## config.mk

```make
export PLATFORM = sky130hd
export DESIGN_NAME = bus_transfer_sequencer
export DESIGN_NICKNAME = d
export VERILOG_FILES = /design/src/rtl/bus_transfer_sequencer_pkg.sv /design/src/rtl/bus_transfer_sequencer_transfer_fifo.sv /design/src/rtl/bus_transfer_sequencer.sv
export SDC_FILE = /design/constraint.sdc
export NUM_CORES = 1
export LEC_CHECK = 0
export CORE_AREA = 5 5 73 142
export CTS_CLUSTER_SIZE = 24
export DETAILED_ROUTE_END_ITERATION = 8
export DIE_AREA = 0 0 78 147
export PLACE_DENSITY = 0.7
export SYNTH_ARGS = -nofsm -noshare
export SYNTH_HDL_FRONTEND = slang
export SYNTH_SLANG_ARGS = --single-unit
```

## constraint.sdc

```tcl
create_clock -name clk -period 2.9 [get_ports clk]
set_clock_uncertainty 0.1 [all_clocks]
set_input_delay 0.58 -clock clk [delete_from_list [all_inputs] [get_ports clk]]
set_output_delay 0.58 -clock clk [all_outputs]
set_load 0.01 [all_outputs]
```

## src/rtl/bus_transfer_sequencer_pkg.sv

```systemverilog
// Shared types for the bus-transfer sequencer: device codes, FSM states, request layout.
package bus_transfer_sequencer_pkg;

   localparam logic [4:0] DEV_NONE  = 5'd0;
   localparam logic [4:0] DEV_CONST = 5'd1;
   localparam logic [4:0] DEV_A     = 5'd2;
   localparam logic [4:0] DEV_B     = 5'd3;
   localparam logic [4:0] DEV_C     = 5'd4;
   localparam logic [4:0] DEV_D     = 5'd5;

   localparam int unsigned REQ_W = 19;

   typedef enum logic [2:0] {
      StIdle,
      StKSetup,
      StKLoad,
      StSetup,
      StLoad,
      StHold
   } state_e;

   typedef struct packed {
      logic       imm;
      logic [4:0] src;
      logic [4:0] dst;
      logic [7:0] data;
   } req_t;

   function automatic logic req_valid(input req_t r, input logic [4:0] max_code);
      logic ok;
      ok = (r.dst != DEV_NONE) && (r.dst <= max_code);
      if (r.imm) begin
         ok = ok && (r.dst != DEV_CONST);
      end else begin
         ok = ok && (r.src != DEV_NONE) && (r.src <= max_code) && (r.src != r.dst);
      end
      return ok;
   endfunction

endpackage

```

## src/rtl/bus_transfer_sequencer_transfer_fifo.sv

```systemverilog
// First-word-fall-through request queue with synchronous reset.
module transfer_fifo
   import bus_transfer_sequencer_pkg::*;
#(
   parameter int unsigned Width = REQ_W,
   parameter int unsigned Depth = 4
) (
   input  logic             clk,
   input  logic             rst,
   input  logic             i_push,
   input  logic [Width-1:0] i_wdata,
   input  logic             i_pop,
   output logic [Width-1:0] o_rdata,
   output logic             o_full,
   output logic             o_empty
);

   localparam int unsigned AddrW = (Depth > 1) ? $clog2(Depth) : 1;
   localparam int unsigned CntW  = $clog2(Depth + 1);
   localparam logic [AddrW-1:0] PtrOne  = AddrW'(1);
   localparam logic [CntW-1:0]  CntOne  = CntW'(1);
   localparam logic [CntW-1:0]  CntFull = CntW'(Depth);

   logic [Width-1:0] mem_q [Depth];
   logic [AddrW-1:0] wr_ptr_q, wr_ptr_d, rd_ptr_q, rd_ptr_d;
   logic [CntW-1:0]  cnt_q, cnt_d;
   logic             do_push, do_pop;

   assign o_full  = (cnt_q == CntFull);
   assign o_empty = (cnt_q == '0);
   assign do_push = i_push & ~o_full;
   assign do_pop  = i_pop & ~o_empty;
   assign o_rdata = mem_q[rd_ptr_q];

   always_comb begin
      wr_ptr_d = wr_ptr_q;
      rd_ptr_d = rd_ptr_q;
      cnt_d    = cnt_q;
      if (do_push) wr_ptr_d = wr_ptr_q + PtrOne;
      if (do_pop)  rd_ptr_d = rd_ptr_q + PtrOne;
      if (do_push && !do_pop) begin
         cnt_d = cnt_q + CntOne;
      end else if (!do_push && do_pop) begin
         cnt_d = cnt_q - CntOne;
      end
   end

   always_ff @(posedge clk) begin
      if (rst) begin
         wr_ptr_q <= '0;
         rd_ptr_q <= '0;
         cnt_q    <= '0;
      end else begin
         wr_ptr_q <= wr_ptr_d;
         rd_ptr_q <= rd_ptr_d;
         cnt_q    <= cnt_d;
      end
   end

   // Storage needs no reset: the count gates every read.
   always_ff @(posedge clk) begin
      if (do_push) mem_q[wr_ptr_q] <= i_wdata;
   end

endmodule

```

## src/rtl/bus_transfer_sequencer.sv

```systemverilog
// Sequences queued register moves / immediate loads into registered bus-control words.
module bus_transfer_sequencer
   import bus_transfer_sequencer_pkg::*;
#(
   parameter int unsigned FIFO_DEPTH = 4,
   parameter int unsigned MAX_CODE   = 5
) (
   input  logic       clk,
   input  logic       rst,
   input  logic       i_req_valid,
   output logic       o_req_ready,
   input  logic       i_req_imm,
   input  logic [4:0] i_req_src,
   input  logic [4:0] i_req_dst,
   input  logic [7:0] i_req_data,
   output logic [4:0] o_8bit_assert_word,
   output logic [4:0] o_8bit_load_word,
   output logic [7:0] o_bus_in,
   output logic       o_busy,
   output logic       o_done,
   output logic       o_err
);

   localparam logic [4:0] MaxCode = 5'(MAX_CODE);

   req_t       push_req, head_req;
   logic       fifo_full, fifo_empty, pop, try_pop;
   state_e     state_q, state_d;
   logic [4:0] src_q, src_d, dst_q, dst_d;
   logic [4:0] assert_q, assert_d, load_q, load_d;
   logic [7:0] bus_q, bus_d;
   logic       done_q, done_d, err_q, err_d;

   assign push_req = {i_req_imm, i_req_src, i_req_dst, i_req_data};

   transfer_fifo #(
      .Width (REQ_W),
      .Depth (FIFO_DEPTH)
   ) u_fifo (
      .clk     (clk),
      .rst     (rst),
      .i_push  (i_req_valid),
      .i_wdata (push_req),
      .i_pop   (pop),
      .o_rdata (head_req),
      .o_full  (fifo_full),
      .o_empty (fifo_empty)
   );

   // Each arm computes the words shown while sitting in the *next* state.
   always_comb begin
      state_d  = state_q;
      src_d    = src_q;
      dst_d    = dst_q;
      assert_d = DEV_NONE;
      load_d   = DEV_NONE;
      bus_d    = bus_q;
      done_d   = 1'b0;
      err_d    = 1'b0;
      try_pop  = 1'b0;
      unique case (state_q)
         StIdle:   try_pop = 1'b1;
         StKSetup: begin
            state_d = StKLoad;
            load_d  = DEV_CONST;
         end
         StKLoad: begin
            state_d  = StSetup;
            assert_d = src_q;
         end
         StSetup: begin
            state_d  = StLoad;
            assert_d = src_q;
            load_d   = dst_q;
         end
         StLoad: begin
            state_d  = StHold;
            assert_d = src_q;
            done_d   = 1'b1;
         end
         StHold: begin
            state_d = StIdle;
            try_pop = 1'b1;
         end
         default: state_d = StIdle;
      endcase

      pop = try_pop & ~fifo_empty;
      if (pop) begin
         if (!req_valid(head_req, MaxCode)) begin
            state_d = StIdle;
            err_d   = 1'b1;
         end else if (head_req.imm) begin
            state_d = StKSetup;
            src_d   = DEV_CONST;
            dst_d   = head_req.dst;
            bus_d   = head_req.data;
         end else begin
            state_d  = StSetup;
            src_d    = head_req.src;
            dst_d    = head_req.dst;
            assert_d = head_req.src;
         end
      end
   end

   always_ff @(posedge clk) begin
      if (rst) begin
         state_q  <= StIdle;
         src_q    <= DEV_NONE;
         dst_q    <= DEV_NONE;
         assert_q <= DEV_NONE;
         load_q   <= DEV_NONE;
         bus_q    <= 8'h00;
         done_q   <= 1'b0;
         err_q    <= 1'b0;
      end else begin
         state_q  <= state_d;
         src_q    <= src_d;
         dst_q    <= dst_d;
         assert_q <= assert_d;
         load_q   <= load_d;
         bus_q    <= bus_d;
         done_q   <= done_d;
         err_q    <= err_d;
      end
   end

   assign o_req_ready        = ~fifo_full;
   assign o_8bit_assert_word = assert_q;
   assign o_8bit_load_word   = load_q;
   assign o_bus_in           = bus_q;
   assign o_busy             = (state_q != StIdle) || !fifo_empty;
   assign o_done             = done_q;
   assign o_err              = err_q;

endmodule

```

# Word level (Yosys, flattened, before mapping)
# Memories as Yosys holds them, arrays and structs flattened. A register that Yosys moved wholly into a read port is not among the register bits.
# Cells that the tools add are included.
dict set report word_totals {
  reg_bits 40
  latchBits 0
  mem_bits_rw 76
  mem_bits_ro 0
  input_bits 22
  wordCells 76
  memories 1
}
# name words width rd rd_clocked_by_memory_dff write_ports line_no
set memory_table {}
lappend memory_table {u_fifo.mem_q 4 19 1 1 1 bus_transfer_sequencer_transfer_fifo.sv:24} ;# logic [Width-1:0] mem_q [Depth];
dict set report op_classes {
  addsub 4
  n_mul 0
  n_div 0
  n_lt_le_gt_ge 2
  n_eq_ne 9
  n_shift 0
  n_mux 21
  bitwise_logic 6
  n_reduce_logical 22
}
# cell n
set op_table {}
lappend op_table {{5-bit two-way mux} 5}
lappend op_table {{3-bit case mux with 5 select lines} 1}
lappend op_table {{5-bit by 3-bit <= comparator with 1-bit output, second input constant} 2}
lappend op_table {{5-bit case mux with 2 select lines} 1}
lappend op_table {{5-bit nonzero test} 2}
lappend op_table {{3-bit == test, second input constant} 3}
lappend op_table {{3-bit two-way mux} 3}
lappend op_table {{2-bit two-way mux} 4}
lappend op_table {{1-bit logical AND} 7}
lappend op_table {{1-bit two-way mux} 7}
lappend op_table {{3-bit by 2-bit == test with 1-bit output, second input constant} 2}
lappend op_table {{3-bit logical NOT} 2}
lappend op_table {{5-bit by 1-bit inequality test with 1-bit output, second input constant} 1}
lappend op_table {{5-bit inequality test} 1}
lappend op_table {{2-bit by 1-bit adder with 2-bit output, second input constant} 2}
lappend op_table {{2-bit OR reduction} 2}
lappend op_table {{3-bit by 1-bit adder with 3-bit output, second input constant} 1}
lappend op_table {{1-bit bitwise AND} 3}
lappend op_table {{3-bit by 1-bit == test with 1-bit output, second input constant} 1}
lappend op_table {{1-bit logical NOT} 3}
lappend op_table {{1-bit NOT} 3}
lappend op_table {{3-bit AND reduction} 1}
lappend op_table {{3-bit nonzero test} 1}
lappend op_table {{3-bit OR reduction} 1}
lappend op_table {{other kinds (5)} 5}

# Logic depth before layout (Yosys ltp)
# Gate-level depths: netlist (run 1).
dict set report logic_depth {
  depth_word 9
  ltp_mapped 10
}

# Modules after synthesis
# Synthesis (run 1) repeated with hierarchy kept, for this count alone.
dict set report unflattened {
  hier_cells 292
  hier_area_um2 4586.9
}
# module n_inst cells_each area_each_um2
set modules_own_cells {}
lappend modules_own_cells {transfer_fifo 1 147 3221.8}
lappend modules_own_cells {bus_transfer_sequencer 1 145 1365.1}

# Worst setup path before layout (run 1)
# OpenSTA, ideal clock, no wires.
dict set report synth_path {
  path_kind {reg-to-reg}
  start {register with a tool-made name}
  end {register src_q[0]}
  setup_ns 0.119
  t_arrival_ns 2.080
  slack_ns 0.601
  stages_incl_launch_ff 7
  n_path_buf 0
  synth_period_minus_slack_ns 2.299
  path_cell_list {dfxtp_1 > mux4_2 > or2_4 > a311oi_4 > or2_4 > nor2_2 > o221a_1}
}
# item line_no
set synth_rtl {}
lappend synth_rtl {{to (signal assigned)} bus_transfer_sequencer.sv:119} ;# src_q <= src_d;
lappend synth_rtl {{to (decl)} bus_transfer_sequencer.sv:29} ;# logic [4:0] src_q, src_d, dst_q, dst_d;

==> results by group, run 1 <==
Outcome
  – Status: finished clean

Placement
  – DP HPWL: 5340 µm
  – Pre-CTS WS: 165 ps
  – Number of buffers inserted by port buffering: 43
  – RD Place Congestion: 0.802

Logic synthesis
  – Asr flop ratio synth: 0%
  – Seq/Total Area, Yosys: 70.3%
  – Ys Warns: 0
  – FF+latch count, synth: 118
  – Ys flop type: edfxtp_1
  – Post-synth top area share: 51.4%
  – Synth cell types: 45
  – Post-synth top area cell: edfxtp_1
  – Synthesized instance count: 288
  – Average size of a mapped cell: 15.4 µm²
  – Post-synth EDFFs: 76
  – Area contributors post-synth: edfxtp_1 51%, dfxtp_1 19%, mux4_2 7.6%
  – Synth Cell Area: 4440 µm²
  – Syn Nets: 316

Final layout
  – Area grow syn2layout: 26.8%
  – Nets: 378
  – Leading cell types in the layout, fill and taps excluded: 76 x edfxtp_1, 43 x clkdlybuf4s50_1, 42 x dfxtp_1
  – Finished Core Util: 61.2%
  – Layout cells sized above 1: 18.7%
  – ANT cells: 0
  – Most common cell after layout, fill and taps aside: edfxtp_1

Clocking
  – Htree depth: 4
  – CTS tree: done
  – Post-CTS Setup Bufs: 0
  – Clock root buffer: clkbuf_16
  – Clk Latency, worst-skew pair: 410 ps
  – Post-CTS Resized: 0
  – Worst-path clk slew: 50 ps
  – Total CTS buffers: 17
  – Hold-fix buffers, CTS: 0
  – Clock sinks: 118
  – CTS Buffer Depth: 2

Global route
  – Largest net degree at the start of global routing: 20
  – Vias in the first global route: 2781
  – GRT Residual Overflow: 0
  – Initial antenna violation count: 0
  – Global-route wire length before repair: 13700 µm
  – Overall Global Routing Usage: 15.9%

Detailed routing
  – Routed vias/inst: 5.53
  – Drt total wl: 8280 µm
  – Routed Antenna Nets: 0
  – Drt wl/cell: 17.7 µm
  – DRT iter0 DRCs: 144
  – DRC errors left: 0
  – DR pass1 iterations: 4
  – Total number of vias: 2581

Timing
  – Slew Limit Headroom: 60.6%
  – Min Hold Slack: 347 ps
  – RSZ-0062 raised after global routing: false
  – Setup violators final: 0
  – Setup_tns: 0 ps
  – Fmax achieved: 389 MHz
  – Worst setup margin: 332 ps
  – Final slew viol count: 0
  – Final period utilization: 88.5%
  – Endpoints failing hold: 0
  – Slew @ Worst Pin: 583 ps
  – Final min period: 2570 ps

Job
  – Max-cap violations: 0

Power
  – Leakage Power: 0.00198 µW
  – Power Dens Cells: 940 nW/µm²
  – Final Total Pwr: 5300 µW
  – VDD IR max: 0.000583 V

Worst setup path
  – Cell depth of the worst flop-to-flop path: 7
  – Reg2Reg Setup Slack: 330 ps
  – Worst Path Buf+Inv: 1
  – Arr. time, crit path: 2780 ps
  – CP Capture Type: flip-flop
  – Slowest stage cell, crit path: dfxtp_1
  – Crit start category: flip-flop
  – Critical Path RT: 3120 ps
  – Critical path type: flip-flop to flip-flop
  – FF-to-FF End: o_8bit_assert_word[2]$_SDFF_PP0_
  – Biggest cell delay along the critical path: 450 ps
  – CP max FO: 19
  – CP Depth: 7
  – Critical path endpoint: o_8bit_assert_word[2]$_SDFF_PP0_
  – Crit path max-delay family: simple AND/OR/NAND/NOR gates
  – CP Cell Sequence: buf_12 -> or3b_2 -> o311ai_0 -> o2111ai_1 -> nor2_1 -> nand4_1 -> o21ai_0

Die
  – Rows: 50
  – Boundary Pins: 44
  – Starting Density: 48.3%
  – Die span in y: 147 µm
  – Die outline area: 11500 µm²
  – Core area: 9200 µm²
  – Die Wd: 78 µm

Min path
  – Class of the worst hold path: flip-flop to flip-flop
==> metal layers <==
metal | routed length [µm] | track usage, % | vias up
li1 | - | - | 1202
met1 | 3210 | 17.3 | 1289
met2 | 4510 | 26.8 | 76
met3 | 370 | 5.21 | 14
met4 | 182 | 8.54 | 0
met5 | 0 | 0 | -
==> state kept, by name, summed over array words and instances (netlist names), named ones only <==
name and cells:
u_fifo.mem_q 76, o_bus_in 8, dst_q 5, o_8bit_assert_word 5, o_8bit_load_word 5, src_q 5, state_q 3, u_fifo.cnt_q 3
u_fifo.rd_ptr_q 2, u_fifo.wr_ptr_q 2, o_done 1, o_err 1
==> logic make-up after synthesis <==
logic type,count (synthesis),synth area share [%]
compound gates,26,4.06
fa+ha+maj,6,1.86
xor+xnor,9,1.77
flops,118,70.3
buf+inv,18,1.75
mux,29,10.8
simple gates,82,9.47
==> cells in the mapped netlist (2+ instances only) <==
| cell type | number |
|---|---|
| edfxtp_1 | 76 |
| dfxtp_1 | 42 |
| nor2_1 | 31 |
| mux4_2 | 15 |
| mux2i_1 | 13 |
| nand2_1 | 13 |
| o21ai_0 | 9 |
| inv_1 | 8 |
| a21oi_1 | 7 |
| and3_1 | 7 |
| clkbuf_1 | 7 |
| and2_1 | 5 |
| ha_1 | 5 |
| nor3_1 | 5 |
| xor2_1 | 5 |
| nand3_1 | 4 |
| xnor2_1 | 4 |
| nand4_1 | 3 |
| nor2_2 | 2 |
| or2_4 | 2 |
==> worst min-delay path by stage <==
| stage | from | to | cells after the start |
|---|---|---|---|
| after floorplan | src_q[1]$_SDFFE_PP0P_ | o_8bit_assert_word[1]$_SDFF_PP0_ | 2 |
| after global placement | src_q[4]$_SDFFE_PP0P_ | src_q[4]$_SDFFE_PP0P_ | 2 |
| after detailed placement | src_q[4]$_SDFFE_PP0P_ | o_8bit_assert_word[4]$_SDFF_PP0_ | 2 |
| after CTS | src_q[3]$_SDFFE_PP0P_ | o_8bit_assert_word[3]$_SDFF_PP0_ | 2 |
| after global routing | src_q[4]$_SDFFE_PP0P_ | o_8bit_assert_word[4]$_SDFF_PP0_ | 2 |
| final | src_q[3]$_SDFFE_PP0P_ | o_8bit_assert_word[3]$_SDFF_PP0_ | 2 |
==> report_power, final <==
part	internal [µW]	switching, µW
combinational	543	646
clock	1290	748
sequential	1980	89.5
==> through the flow <==
| stage | std cells | area [µm²] |
|---|---|---|
| after floorplan | 288 | 4440 |
| after global placement | 435 | 5040 |
| after detailed placement | 435 | 5040 |
| after CTS | 467 | 5630 |
| after global routing | 467 | 5630 |
| final | 467 | 5630 |
==> worst reg2reg max path, stage by stage, from the launching register on <==
cell	delay, ps
dfxtp_1	450
buf_12	220
or3b_2	460
o311ai_0	180
o2111ai_1	310
nor2_1	340
nand4_1	190
o21ai_0	220
==> cell type report <==
class / count / area (µm²)
Tap cell: 104 / 130
Clock buffer: 18 / 439
Sequential cell: 118 / 3120
Fill cell: 664 / 3560
Inverter: 8 / 30.0
Timing Repair Buffer: 53 / 518
Multi-Input combinational cell: 152 / 1240
Clock inverter: 14 / 150
No activity file was read; power rests on OpenSTA's default activity.
==> run 2, diff against run 1 <==
- ABC_AREA: not set -> 1
- CORE_AREA: 5 5 73 142 -> 5 5 75 146
- DIE_AREA: 0 0 78 147 -> 0 0 80 151
- PLACE_DENSITY: 0.7 -> 0.69
==> results by group, run 2 <==
Global route
  – Global-route wire length before repair: 15400 µm
  – GRT Residual Overflow: 0
  – Vias in the first global route: 3344
  – Largest net degree at the start of global routing: 29
  – Overall Global Routing Usage: 16.9%
  – Initial antenna violation count: 0

Clocking
  – Clock root buffer: clkbuf_16
  – Clk Latency, worst-skew pair: 410 ps
  – Clock sinks: 118
  – Hold-fix buffers, CTS: 0
  – Total CTS buffers: 17
  – Post-CTS Resized: 0
  – Worst-path clk slew: 60 ps
  – Htree depth: 4
  – CTS Buffer Depth: 2
  – CTS tree: done
  – Post-CTS Setup Bufs: 0

Worst setup path
  – Worst Path Buf+Inv: 1
  – CP Cell Sequence: nor3_1 -> nand3_1 -> clkdlybuf4s50_1
  – Slowest stage cell, crit path: clkdlybuf4s50_1
  – Crit path max-delay family: simple AND/OR/NAND/NOR gates
  – Arr. time, crit path: 1740 ps
  – Critical Path RT: 2220 ps
  – Crit start category: flip-flop
  – CP Capture Type: primary output
  – CP max FO: 3
  – Critical path type: flip-flop to primary output
  – Biggest cell delay along the critical path: 500 ps

Logic synthesis
  – Average size of a mapped cell: 10.1 µm²
  – Ys Warns: 0
  – Seq/Total Area, Yosys: 66.3%
  – Ys flop type: edfxtp_1
  – Top cells by count, synth: 121 x nand2_1, 76 x edfxtp_1, 54 x nor2_1, 42 x dfxtp_1, 42 x inv_1
  – Asr flop ratio synth: 0%
  – Synth Cell Area: 4710 µm²
  – FF+latch count, synth: 118
  – Most numerous cell in the Yosys netlist: nand2_1
  – Post-synth EDFFs: 76
  – Syn Nets: 495
  – Post-synth top area cell: edfxtp_1
  – Post-synth top area share: 48.4%
  – Area contributors post-synth: edfxtp_1 48%, dfxtp_1 18%, nand2_1 9.6%
  – Synth cell types: 27
  – Synthesized instance count: 467

Detailed routing
  – Drt total wl: 9490 µm
  – DRT iter0 DRCs: 192
  – Routed vias/inst: 5.02
  – Drt wl/cell: 14.2 µm
  – DR pass1 iterations: 4
  – Total number of vias: 3351
  – Routed Antenna Nets: 0
  – DRC errors left: 0

Die
  – Starting Density: 48.6%
  – Boundary Pins: 44
  – Die span in y: 151 µm
  – Die outline area: 12100 µm²
  – Core area: 9700 µm²
  – Rows: 51
  – Die Wd: 80 µm

Power
  – Power Dens Cells: 999 nW/µm²
  – Seq pwr share: 35.7%
  – Int Pwr: 3940 µW
  – Sw Share: 33.3%
  – VDD IR max: 0.000699 V
  – Clock share of power: 35.6%
  – Comb pwr share: 28.8%
  – Leakage Power: 0.00232 µW
  – NetSw: 1970 µW

Placement
  – DP HPWL: 6190 µm
  – Number of buffers inserted by port buffering: 43
  – RD Place Congestion: 0.831

Final layout
  – Leading cell types in the layout, fill and taps excluded: 121 x nand2_1, 76 x edfxtp_1, 54 x nor2_1
  – Area grow syn2layout: 25.6%
  – Largest Register: u_fifo.mem_q
  – Max reg flops: 76
  – Nets: 550
  – Layout cells sized above 1: 10.1%
  – Most common cell after layout, fill and taps aside: nand2_1
  – ANT cells: 0

Timing
  – Slew Limit Headroom: 59.4%
  – Final slew viol count: 0
  – RSZ-0062 raised after global routing: false
  – Min Hold Slack: 342 ps
  – Slew @ Worst Pin: 608 ps
  – Final period utilization: 83.5%
  – Setup violators final: 0
  – Fmax achieved: 413 MHz
  – Endpoints failing hold: 0
  – Final min period: 2420 ps
  – Setup_tns: 0 ps

Job
  – Max-cap violations: 0

Min path
  – Class of the worst hold path: flip-flop to flip-flop

Outcome
  – Status: finished clean
-- run 2: cell types whose count changed after synthesis, moves of 13 or more --
| cell | change |
|---|---|
| nand2_1 | +108 |
| mux2i_1 | -13 |
| nor2_1 | +23 |
| mux4_2 | -15 |
| o21ai_0 | +15 |
| inv_1 | +34 |
| nand3_1 | +25 |
-- run 2: per-stage QoR --
step | util (%) | worst slack (ps) | total power, µW | cells | cell area (µm²)
after floorplan | - | 617 | 3330 | 467 | 4710
after global placement | 54.7 | 385 | 3780 | 635 | 5310
after detailed placement | 54.7 | 329 | 3840 | 635 | 5310
after CTS | 61.0 | 427 | 5950 | 667 | 5910
after global routing | 61.0 | 229 | 6240 | 667 | 5910
final | 61.0 | 478 | 5910 | 667 | 5910
-- run 2: path summary, 6_finish.rpt --
kind	depth (start not counted)	end	slack, ps	startpoint
worst max-delay path	3	o_busy	480	u_fifo.cnt_q[0]$_SDFFE_PP0P_
worst min-delay path	2	o_8bit_load_word[0]$_SDFF_PP0_	340	dst_q[0]$_SDFFE_PP0P_
worst max register to register	13	dst_q[2]$_SDFFE_PP0P_	540	flip-flop
worst min register to register	2	o_8bit_load_word[0]$_SDFF_PP0_	340	dst_q[0]$_SDFFE_PP0P_
-- run 2: worst min-delay path, stage by stage (launching register included) --
cell and delay [ps]:
dfxtp_1 300, inv_1 50, a211oi_1 50
-- run 2: logic make-up after synthesis --
family / synth area share, %
and+or+nand+nor: 20.0
DFF: 66.3
buffers and inverters: 5.39
AOI/OAI and AO/OA: 6.59
adders and majority gates: 1.75
-- run 2: final cells by class --
cell class,instances,area (µm²)
fillers,836,3780
flip-flops and latches,118,3120
multi-input cells,286,1340
repair buffers,53,505
clock buffers,17,425
clock inverters,15,183
inverters,46,173
well taps,132,165
-- run 2: routing by layer --
metal | wire [µm] | GRT usage, % | part of all wire, %
met5 | 0 | 0 | 0
met2 | 5360 | 31.0 | 56
met3 | 327 | 4.70 | 3.4
met4 | 187 | 7.19 | 2.0
met1 | 3620 | 17.6 | 38
-- run 2: power groups by stage --
| stage | logic, µW | registers [µW] | clock network [µW] |
|---|---|---|---|
| after floorplan | 1190 | 2140 | 0 |
| after global placement | 1650 | 2130 | 0 |
| after detailed placement | 1700 | 2140 | 0 |
| after CTS | 1710 | 2110 | 2130 |
| after global routing | 1920 | 2130 | 2200 |
| final | 1700 | 2110 | 2100 |
